==> config.mk <==
export PLATFORM = sky130hd
export DESIGN_NAME = range_rand_gen
export DESIGN_NICKNAME = d
export VERILOG_FILES = /design/src/rtl/rand_pkg.sv /design/src/rtl/lfsr_gen.sv /design/src/rtl/range_rand_gen.sv
export SDC_FILE = /design/constraint.sdc
export NUM_CORES = 1
export LEC_CHECK = 0
export BUFFER_PORTS_ARGS = -buffer_cell sky130_fd_sc_hd__clkbuf_2
export CORE_ASPECT_RATIO = 0.9
export CORE_MARGIN = 3
export CORE_UTILIZATION = 44
export DETAILED_ROUTE_END_ITERATION = 10
export MAX_ROUTING_LAYER = met4
export PLACE_DENSITY_LB_ADDON = 0.15
export SETUP_SLACK_MARGIN = 0.3
export SYNTH_ARGS = -nofsm -noshare
export SYNTH_HDL_FRONTEND = slang
export SYNTH_SLANG_ARGS = --single-unit
export TNS_END_PERCENT = 5
==> constraint.sdc <==
create_clock -name clk -period 2.2 [get_ports clk]
set_clock_uncertainty 0.1 [all_clocks]
set_input_delay 0.44 -clock clk [delete_from_list [all_inputs] [get_ports clk]]
set_output_delay 0.44 -clock clk [all_outputs]
set_load 0.02 [all_outputs]
==> src/rtl/rand_pkg.sv <==
// Shared types and helpers for the range-limited random generator.
package rand_pkg;

  // Request FSM states.
  typedef enum logic [1:0] {
    IDLE = 2'd0,
    DRAW = 2'd1,
    RESP = 2'd2
  } state_t;

  // Galois (right-shift) feedback mask giving a maximal-length sequence for
  // the given register width. Bit (t-1) is set for each polynomial tap t.
  function automatic logic [31:0] tap_mask(input int width);
    case (width)
      4:       tap_mask = 32'h0000_000C;
      5:       tap_mask = 32'h0000_0014;
      6:       tap_mask = 32'h0000_0030;
      7:       tap_mask = 32'h0000_0060;
      8:       tap_mask = 32'h0000_00B8;
      9:       tap_mask = 32'h0000_0110;
      10:      tap_mask = 32'h0000_0240;
      11:      tap_mask = 32'h0000_0500;
      12:      tap_mask = 32'h0000_0829;
      13:      tap_mask = 32'h0000_100D;
      14:      tap_mask = 32'h0000_2015;
      15:      tap_mask = 32'h0000_6000;
      16:      tap_mask = 32'h0000_D008;
      17:      tap_mask = 32'h0001_2000;
      18:      tap_mask = 32'h0002_0400;
      19:      tap_mask = 32'h0004_0023;
      20:      tap_mask = 32'h0009_0000;
      21:      tap_mask = 32'h0014_0000;
      22:      tap_mask = 32'h0030_0000;
      23:      tap_mask = 32'h0042_0000;
      24:      tap_mask = 32'h00E1_0000;
      25:      tap_mask = 32'h0120_0000;
      26:      tap_mask = 32'h0200_0023;
      27:      tap_mask = 32'h0400_0013;
      28:      tap_mask = 32'h0900_0000;
      29:      tap_mask = 32'h1400_0000;
      30:      tap_mask = 32'h2000_0029;
      31:      tap_mask = 32'h4800_0000;
      32:      tap_mask = 32'h8020_0003;
      default: tap_mask = 32'h0000_0000;
    endcase
  endfunction

endpackage

==> src/rtl/lfsr_gen.sv <==
// Free-running Galois LFSR with reseed. A zero reseed value is replaced by
// SEED so the register can never lock up in the all-zero state.
module lfsr_gen
  import rand_pkg::*;
#(
  parameter int              WIDTH = 8,
  parameter logic [WIDTH-1:0] SEED = 'hA5
) (
  input  logic             clk,
  input  logic             rst_n,
  input  logic             load,
  input  logic [WIDTH-1:0] load_value,
  output logic [WIDTH-1:0] state
);

  localparam logic [31:0]      MASK_FULL = tap_mask(WIDTH);
  localparam logic [WIDTH-1:0] MASK      = MASK_FULL[WIDTH-1:0];

  logic [WIDTH-1:0] next_state;

  // One Galois step: shift right, fold the mask in when a one drops out.
  always_comb begin
    // NOTE: assigning a default before any condition keeps always_comb free
    // of inferred latches on every path.
    next_state = state >> 1;
    if (state[0]) begin
      next_state = (state >> 1) ^ MASK;
    end
  end

  // Register: synchronous reset to SEED, reseed has priority over stepping.
  always_ff @(posedge clk) begin
    // NOTE: sequential state uses non-blocking assignments so every register
    // samples its inputs from the same edge.
    if (!rst_n) begin
      state <= SEED;
    end else if (load) begin
      state <= (load_value == '0) ? SEED : load_value;
    end else begin
      state <= next_state;
    end
  end

endmodule

==> src/rtl/range_rand_gen.sv <==
// Range-limited random number generator using rejection sampling on an LFSR.
// Requests with a low bound at or below THRESH answer 0 immediately, inverted
// ranges report an error, and a request that misses MAX_TRIES times in a row
// falls back to its low bound.
module range_rand_gen
  import rand_pkg::*;
#(
  parameter int               WIDTH     = 8,
  parameter logic [WIDTH-1:0] SEED      = 'hA5,
  parameter int               MAX_TRIES = 16,
  parameter int               THRESH    = 10
) (
  input  logic             clk,
  input  logic             rst_n,
  input  logic             req_valid,
  output logic             req_ready,
  input  logic [WIDTH-1:0] req_lo,
  input  logic [WIDTH-1:0] req_hi,
  output logic             rsp_valid,
  input  logic             rsp_ready,
  output logic [WIDTH-1:0] rsp_data,
  output logic             rsp_zero,
  output logic             rsp_fallback,
  output logic             rsp_err,
  input  logic             seed_load,
  input  logic [WIDTH-1:0] seed_value
);

  localparam logic [WIDTH-1:0] THRESH_W = WIDTH'(THRESH);
  localparam logic [7:0]       LAST_TRY = 8'(MAX_TRIES - 1);

  state_t           state;
  state_t           state_next;
  logic [WIDTH-1:0] lo_q;
  logic [WIDTH-1:0] hi_q;
  logic [7:0]       tries;
  logic [7:0]       tries_next;
  logic [WIDTH-1:0] data_next;
  logic             zero_next;
  logic             fb_next;
  logic             err_next;
  logic [WIDTH-1:0] lfsr_state;
  logic             hit;
  logic             accept;

  lfsr_gen #(
    .WIDTH (WIDTH),
    .SEED  (SEED)
  ) u_lfsr (
    .clk        (clk),
    .rst_n      (rst_n),
    .load       (seed_load),
    .load_value (seed_value),
    .state      (lfsr_state)
  );

  assign req_ready = (state == IDLE);
  assign rsp_valid = (state == RESP);
  assign accept    = req_valid && req_ready;
  // The candidate is the register output, so a coincident reseed only affects
  // the following cycle's candidate.
  assign hit       = (lfsr_state >= lo_q) && (lfsr_state <= hi_q);

  // Next-state and next-response decode for the request FSM.
  always_comb begin
    state_next = state;
    tries_next = tries;
    data_next  = rsp_data;
    zero_next  = rsp_zero;
    fb_next    = rsp_fallback;
    err_next   = rsp_err;
    case (state)
      IDLE: begin
        if (req_valid) begin
          zero_next = 1'b0;
          fb_next   = 1'b0;
          err_next  = 1'b0;
          // Inverted range is checked before the threshold shortcut.
          if (req_lo > req_hi) begin
            state_next = RESP;
            data_next  = '0;
            err_next   = 1'b1;
          end else if (req_lo <= THRESH_W) begin
            state_next = RESP;
            data_next  = '0;
            zero_next  = 1'b1;
          end else begin
            state_next = DRAW;
            tries_next = 8'd0;
          end
        end
      end
      DRAW: begin
        if (hit) begin
          state_next = RESP;
          data_next  = lfsr_state;
        end else if (tries == LAST_TRY) begin
          state_next = RESP;
          data_next  = lo_q;
          fb_next    = 1'b1;
        end else begin
          tries_next = tries + 8'd1;
        end
      end
      RESP: begin
        if (rsp_ready) begin
          state_next = IDLE;
          zero_next  = 1'b0;
          fb_next    = 1'b0;
          err_next   = 1'b0;
        end
      end
      default: state_next = IDLE;
    endcase
  end

  // FSM state register.
  always_ff @(posedge clk) begin
    if (!rst_n) begin
      state <= IDLE;
    end else begin
      state <= state_next;
    end
  end

  // Datapath registers: captured bounds, try counter and the response.
  always_ff @(posedge clk) begin
    if (!rst_n) begin
      lo_q         <= '0;
      hi_q         <= '0;
      tries        <= 8'd0;
      rsp_data     <= '0;
      rsp_zero     <= 1'b0;
      rsp_fallback <= 1'b0;
      rsp_err      <= 1'b0;
    end else begin
      if (accept) begin
        lo_q <= req_lo;
        hi_q <= req_hi;
      end
      tries        <= tries_next;
      rsp_data     <= data_next;
      rsp_zero     <= zero_next;
      rsp_fallback <= fb_next;
      rsp_err      <= err_next;
    end
  end

endmodule

==> key figures, run 1 <==
Die
  – Row cnt: 25
  – Die W: 87.1 um
  – Die H: roughly 80 um
  – Io pins: 42
  – Initial Util: 0.476
  – Die ar.: around 0.0069 sq mm
  – Core area: between 0.005 and 0.006 sq mm

Logic synthesis
  – Main synth FF type: dfxtp_1
  – Syn Nets: between 300 and 400
  – Async S/R FF share, synth: 0
  – Seq/Total Area, Yosys: 0.345
  – Number of synthesized register bits: 45
  – Synth warnings: 0
  – Number of flops mapped to enable cells by yosys: 0
  – Synth unique cells: 48
  – Synth Cell Area: between 0.002 and 0.003 sq mm
  – Cells after Synth: 321
  – Syn Area/Cell: 8.12 sq um

Pwr
  – Tot Pwr: around 2.2 mW
  – Leakage power: between 1 and 1.5 nW
  – Power density over the cells: about 640 mW/mm^2
  – Worst ir drop on vdd: 0.484 mV

Clock tree
  – Sink Count: 45
  – H-tree depth: 2
  – Maximum root-to-sink buffer count: 2
  – CTS tree: yes
  – Clock buffer count from CTS: 5
  – Clock slew seen by the registers of the worst setup and hold paths: around 0.080 ns
  – Root Buffer: clkbuf_8
  – Clock Latency Late Sink: 0.29 ns

Global routing
  – Vias in the first global route: ~2300
  – Gr ovfl total: 0
  – Pin count of the biggest net entering global routing: 40
  – First-pass GRT wire length: ~10000 um
  – Total GRT Usage: 0.195
  – Antenna violations before repair: 0

Run
  – Max-cap viol count: 0

Cells and area
  – Register area: about 920 sq um
  – Area of the multi-input gates: roughly 0.0017 sq mm
  – Share of cells above drive strength 1: 0.351
  – Most frequent cells in the layout: nand2_1 (55), clkbuf_2 (41), buf_4 (40), dfxtp_1 (29), inv_1 (23)
  – Area grow syn2layout: 31.3%
  – NumNets Final: approximately 450
  – Fillcell total: approximately 500
  – Design Area, Final: 0.00342 sq mm
  – Util after Layout: 0.625
  – Most common cell after layout, fill and taps aside: nand2_1
  – Antenna diodes: 0

STA
  – Hold Vio Cnt, Final: 0
  – RSZ-0062 raised after global routing: true
  – Final setup vio count: 9
  – Crit path setup slack, layout: -0.0409 ns
  – Minimum clock period: 2.24 ns
  – Final Max Tran Viols: 0
  – Worst slew pin tran: between 0.3 and 0.4 ns
  – Max_slew headroom: 0.742
  – Fmax: 0.446 GHz
  – Period utilization: 1.02
  – Final hold slack: roughly 0.27 ns
  – Setup_tns: -0.134 ns

Setup path
  – Kind of cell adding the most delay to the critical path: simple AND/OR/NAND/NOR gates
  – Worst EP arrival: between 2 and 2.5 ns
  – CP startpoint kind: flop
  – Worst Path Required: ~2.3 ns
  – Worst path bufs/invs: 1
  – Crit path launch: u_lfsr.state[5]$_SDFF_PN1_
  – Slowest stage delay, CP: approximately 0.5 ns
  – Worst R2R Start: u_lfsr.state[5]$_SDFF_PN1_
  – Worst Setup End Kind: flop
  – Crit-path max FO: 6
  – Crit path cell chain: ha_4 -> a21oi_2 -> nor2_1 -> a211oi_2 -> a221oi_2 -> buf_4 -> nand4b_4 -> or4_1 -> o21ai_1
  – Crit Path Class: flop to flop
  – Slowest CP cell: or4_1

Detailed routing
  – Post-DR vias/cell: about 5.3
  – DRT Pass-1 Iters: 4
  – DR iter-0 viols: between 70 and 80
  – Antenna Nets Post-Route: 0
  – Total Wirelength: between 6000 and 7000 um
  – Via count: 2448
  – Number of remaining DRC errors: 0
  – DR WL/cell: roughly 14 um

Run status
  – Outcome: finished, violations left
  – Failing checks: negative setup slack

Hold path
  – Worst hold path type: primary input to flop
  – Worst Min Path Start: seed_value[7]

Placement
  – Final HPWL DP: between 4000 and 5000 um
  – Port bufs: a little over 40
  – Final RePlAce weighted congestion: just over 0.8
  – Placed Area: between 0.003 and 0.004 sq mm
## worst reg2reg max path, stage by stage, from the launching register on
cell and delay (ns):
dfxtp_2 0.40, ha_4 0.23, a21oi_2 0.11, nor2_1 0.07, a211oi_2 0.25, a221oi_2 0.10, buf_4 0.18, nand4b_4 0.17
or4_1 0.50, o21ai_1 0.08
## per-stage QoR
step                worst slack (ns)  cells
floorplan                     0.0170    321
global placement             -0.0882    453
detailed placement            -0.130    453
CTS                          -0.0147    461
global route                  -0.112    466
finish                       -0.0409    466
## routing by layer
layer	vias up	global-route usage	part of all wire
met2	53	0.294	0.44
met5	-	-	0
li1	1257	-	-
met4	0	0.0552	0.012
met1	1131	0.269	0.51
met3	7	0.0322	0.045
## worst paths after layout
kind,to,slack [ns],cells past startpoint
max,tries[6]$_SDFFE_PN0P_,-0.04,9
min,u_lfsr.state[7]$_SDFF_PN1_,0.27,3
max reg2reg,tries[6]$_SDFFE_PN0P_,-0.04,9
min reg2reg,rsp_data[4]$_SDFFE_PN0P_,0.36,2
## timing repair
action                                  4_1_cts  5_1_grt
pin swaps                                    14        7
setup buffers                                 0        4
hold buffers                                  0        0
cloned                                        0        1
endpoints found under the setup margin       18       18
resized for setup                            26       10
## cells by family after synthesis
kind of cell | Yosys count | synth area share
simple gates | 118 | 0.218
xor+xnor | 3 | 0.0101
fa+ha+maj | 25 | 0.120
mux | 4 | 0.0154
buf+inv | 41 | 0.0629
flops | 45 | 0.345
compound gates | 85 | 0.228
## flip-flops by register name (all words and copies together) (netlist names), 2 cells and up
register and count:
rsp_data 8, hi_q 8, lo_q 8, state 2
tries 8, u_lfsr.state 8
## cell type report
class	instances	area share
Clock buffer	7	0.0252
Clock inverter	1	0.00877
Inverter	28	0.0314
Multi-Input combinational cell	236	0.489
Sequential cell	45	0.269
Tap cell	67	0.0245
Timing Repair Buffer	82	0.152
## cell usage after synthesis, types with 2 or more instances
cell      count  area (sq um)
nand2_1      57           214
dfxtp_1      45           901
inv_1        28           105
ha_1         25           313
a21oi_1      19          95.1
nor2_1       18          67.6
a21boi_0     17           128
o22ai_1      11          68.8
clkbuf_1     10          37.5
o21ai_0      10          50.1
nor2b_1       9          56.3
nand3_1       5          25.0
o22a_1        5          43.8
mux2i_1       4          40.0
nand4_1       4          25.0
o21ai_1       4          20.0
and2_1        3          18.8
and3_1        3          18.8
nand2b_1      3          18.8
nor4_1        3          18.8
a211oi_2      2          25.0
a21o_1        2          15.0
a21oi_2       2          17.5
a22oi_1       2          15.0
buf_2         2          10.0
nor3_1        2          10.0
o211ai_1      2          15.0
o21a_1        2          15.0
or2_1         2          12.5
xnor2_1       2          17.5
## where the power goes
group	switching (mW)	total (mW)	internal, mW
registers	0.0476	0.919	0.871
logic	0.331	0.617	0.286
clock network	0.284	0.655	0.371
Note: power is estimated with default switching activity, not from simulation.
==> run 2, diff against run 1 <==
Settings changed: CELL_PAD_IN_SITES_DETAIL_PLACEMENT from default to 2, CELL_PAD_IN_SITES_GLOBAL_PLACEMENT from default to 2, CORE_UTILIZATION 44 to 30.
==> run 2 against run 1 <==
Against the previous run:
- the run still ends with negative setup slack left
- register-to-register slack worse by 0.07 ns
- die area is 43% higher
- combinational power is 19% higher
- sequential power is 1% higher
- total power is 4.0% higher
- worst hold slack better by 0.012 ns
- global-route usage is 0.64 points higher
- sequential share of layout area is 1.9 points lower
- clock power is 6.0% lower
- non-clock buffer count is 10 higher
- critical path depth is 2 higher
- first-iteration DRC count is 34% lower
- critical path type unchanged
==> key figures, run 2 (synthesis gave the netlist of run 1 again) <==
Run status
  – Failing checks: negative setup slack
  – Outcome: finished, violations left

Die
  – Initial Util: 0.316
  – Die ar.: roughly 0.01 sq mm
  – Core area: 0.00826 sq mm
  – Die H: ~94 um
  – Io pins: 42
  – Row cnt: 31
  – Die W: ~100 um

Placement
  – Placed Cells: slightly above 500
  – Placed Area: about 0.0033 sq mm
  – Final HPWL DP: approximately 6700 um
  – Port bufs: between 40 and 50
  – Final RePlAce weighted congestion: around 0.79

Pwr
  – Worst ir drop on vdd: 0.287 mV
  – Power density over the cells: between 600 and 700 mW/mm^2
  – Leakage power: roughly 1.6 nW
  – Internal power: between 1.5 and 2 mW
  – Seq pwr share: 0.408
  – Switching part of the total power: 0.324
  – Clock Power Share: 0.270
  – Sw Pwr: 0.737 mW
  – Logic pwr share: 0.322

Cells and area
  – Design Area, Final: between 0.003 and 0.004 sq mm
  – Area grow syn2layout: 42.7%
  – Antenna diodes: 0
  – Most common cell after layout, fill and taps aside: nand2_1
  – Register area: 931 sq um
  – Fillcell total: between 900 and 1000
  – Share of cells above drive strength 1: 0.431
  – Most frequent cells in the layout: nand2_1 (55), buf_4 (49), clkbuf_2 (41), dfxtp_1 (25), inv_1 (19)
  – Final non-filler cell total: 523
  – Util after Layout: 0.450
  – NumNets Final: 462
  – Area of the multi-input gates: 0.00183 sq mm

Setup path
  – Worst Path Required: roughly 2.4 ns
  – Worst Setup End Kind: flop
  – Crit Path Class: flop to flop
  – Worst EP arrival: roughly 2.5 ns
  – Crit-path max FO: 6
  – CP startpoint kind: flop

Detailed routing
  – DRT Pass-1 Iters: 4
  – Antenna Nets Post-Route: 0
  – DR WL/cell: ~18 um
  – Post-DR vias/cell: ~4.9
  – Via count: 2545
  – Total Wirelength: between 9000 and 10000 um
  – Number of remaining DRC errors: 0
  – DR iter-0 viols: 47

Run
  – Max-cap viol count: 0

Clock tree
  – Maximum root-to-sink buffer count: 2
  – Root Buffer: clkbuf_8
  – Cts hold-fix bufs: 0
  – Clock slew seen by the registers of the worst setup and hold paths: 0.09 ns
  – Clock buffer count from CTS: 5
  – CTS tree: yes
  – Clock Latency Late Sink: 0.30 ns
  – H-tree depth: 2
  – Sink Count: 45

Global routing
  – First-pass GRT wire length: about 15000 um
  – Antenna violations before repair: 0
  – Gr ovfl total: 0
  – Met2 Usage GRT: 0.369
  – GR Util met1: 0.238
  – GR peak layer: met2
  – Met3 Resource Use GR: 0.0260
  – Pin count of the biggest net entering global routing: 40
  – Vias in the first global route: approximately 2900
  – Total GRT Usage: 0.201

STA
  – Worst slew pin tran: between 0.5 and 0.6 ns
  – Hold Vio Cnt, Final: 0
  – Final Max Tran Viols: 0
  – Setup_tns: -0.687 ns
  – Crit path setup slack, layout: -0.110 ns
  – Max_slew headroom: 0.646
  – Final hold slack: 0.281 ns
  – Fmax: 0.433 GHz
  – Minimum clock period: 2.31 ns
  – Final setup vio count: 14
  – RSZ-0062 raised after global routing: true
  – Period utilization: 1.05

Hold path
  – Worst hold path type: primary input to flop
[run 2: cell types whose count changed in the layout (fill, tap and decap cells not counted), sizes merged]
cell    delta
buf       +10
clkbuf     -2
clkinv     +1
[run 2: metrics by stage]
step                      setup WS [ns]  power [mW]
after floorplan                  0.0170        1.28
final                            -0.110        2.28
after global routing             -0.233        2.44
after CTS                       -0.0469        2.26
after global placement           -0.162        1.50
after detailed placement         -0.268        1.53
[run 2: layout make-up]
type	instances	share of cell area
Sequential cell	45	0.250
Multi-Input combinational cell	236	0.492
Inverter	28	0.0289
Tap cell	115	0.0387
Clock buffer	5	0.0185
Clock inverter	2	0.00942
Timing Repair Buffer	92	0.162
[run 2: critical path: stages (launching register included)]
cell	delay, ns
dfxtp_2	0.33
inv_1	0.06
ha_1	0.34
o21ai_2	0.08
a21oi_2	0.06
o31ai_2	0.21
a221oi_2	0.10
buf_4	0.18
buf_6	0.12
or3_4	0.44
nor2_1	0.11
o22a_1	0.13
[run 2: repair_timing]
| item | 4_1_cts | 5_1_grt |
|---|---|---|
| gates resized for setup | 52 | 22 |
| pin swaps | 24 | 9 |
| setup buffers | 4 | 1 |
| gates cloned | 1 | 0 |
| setup endpoints to repair | 19 | 20 |
[run 2: power groups by stage]
stage          clock network, mW  registers (mW)  logic (mW)
2_1_floorplan                  0           0.928       0.349
3_3_place_gp                   0           0.927       0.570
3_5_place_dp                   0           0.931       0.597
4_1_cts                    0.645           0.927       0.691
5_1_grt                    0.685           0.938       0.815
6_report                   0.616           0.930       0.733
[run 2: worst paths after layout]
check                  startpoint  depth (start not counted)                    endpoint  slack (ns)
max          lo_q[2]$_SDFFE_PN0P_                         11       tries[4]$_SDFFE_PN0P_       -0.11
min                 seed_value[0]                          3  u_lfsr.state[0]$_SDFF_PN1_        0.28
max reg2reg  lo_q[2]$_SDFFE_PN0P_                         11       tries[4]$_SDFFE_PN0P_       -0.11
min reg2reg  hi_q[2]$_SDFFE_PN0P_                          2        hi_q[2]$_SDFFE_PN0P_        0.37
[run 2: routing by layer]
metal / vias up / routed length, um
li1: 1272 / -
met1: 1243 / 4100
met2: 24 / 5030
met3: 6 / 137
met4: 0 / 68
met5: - / 0
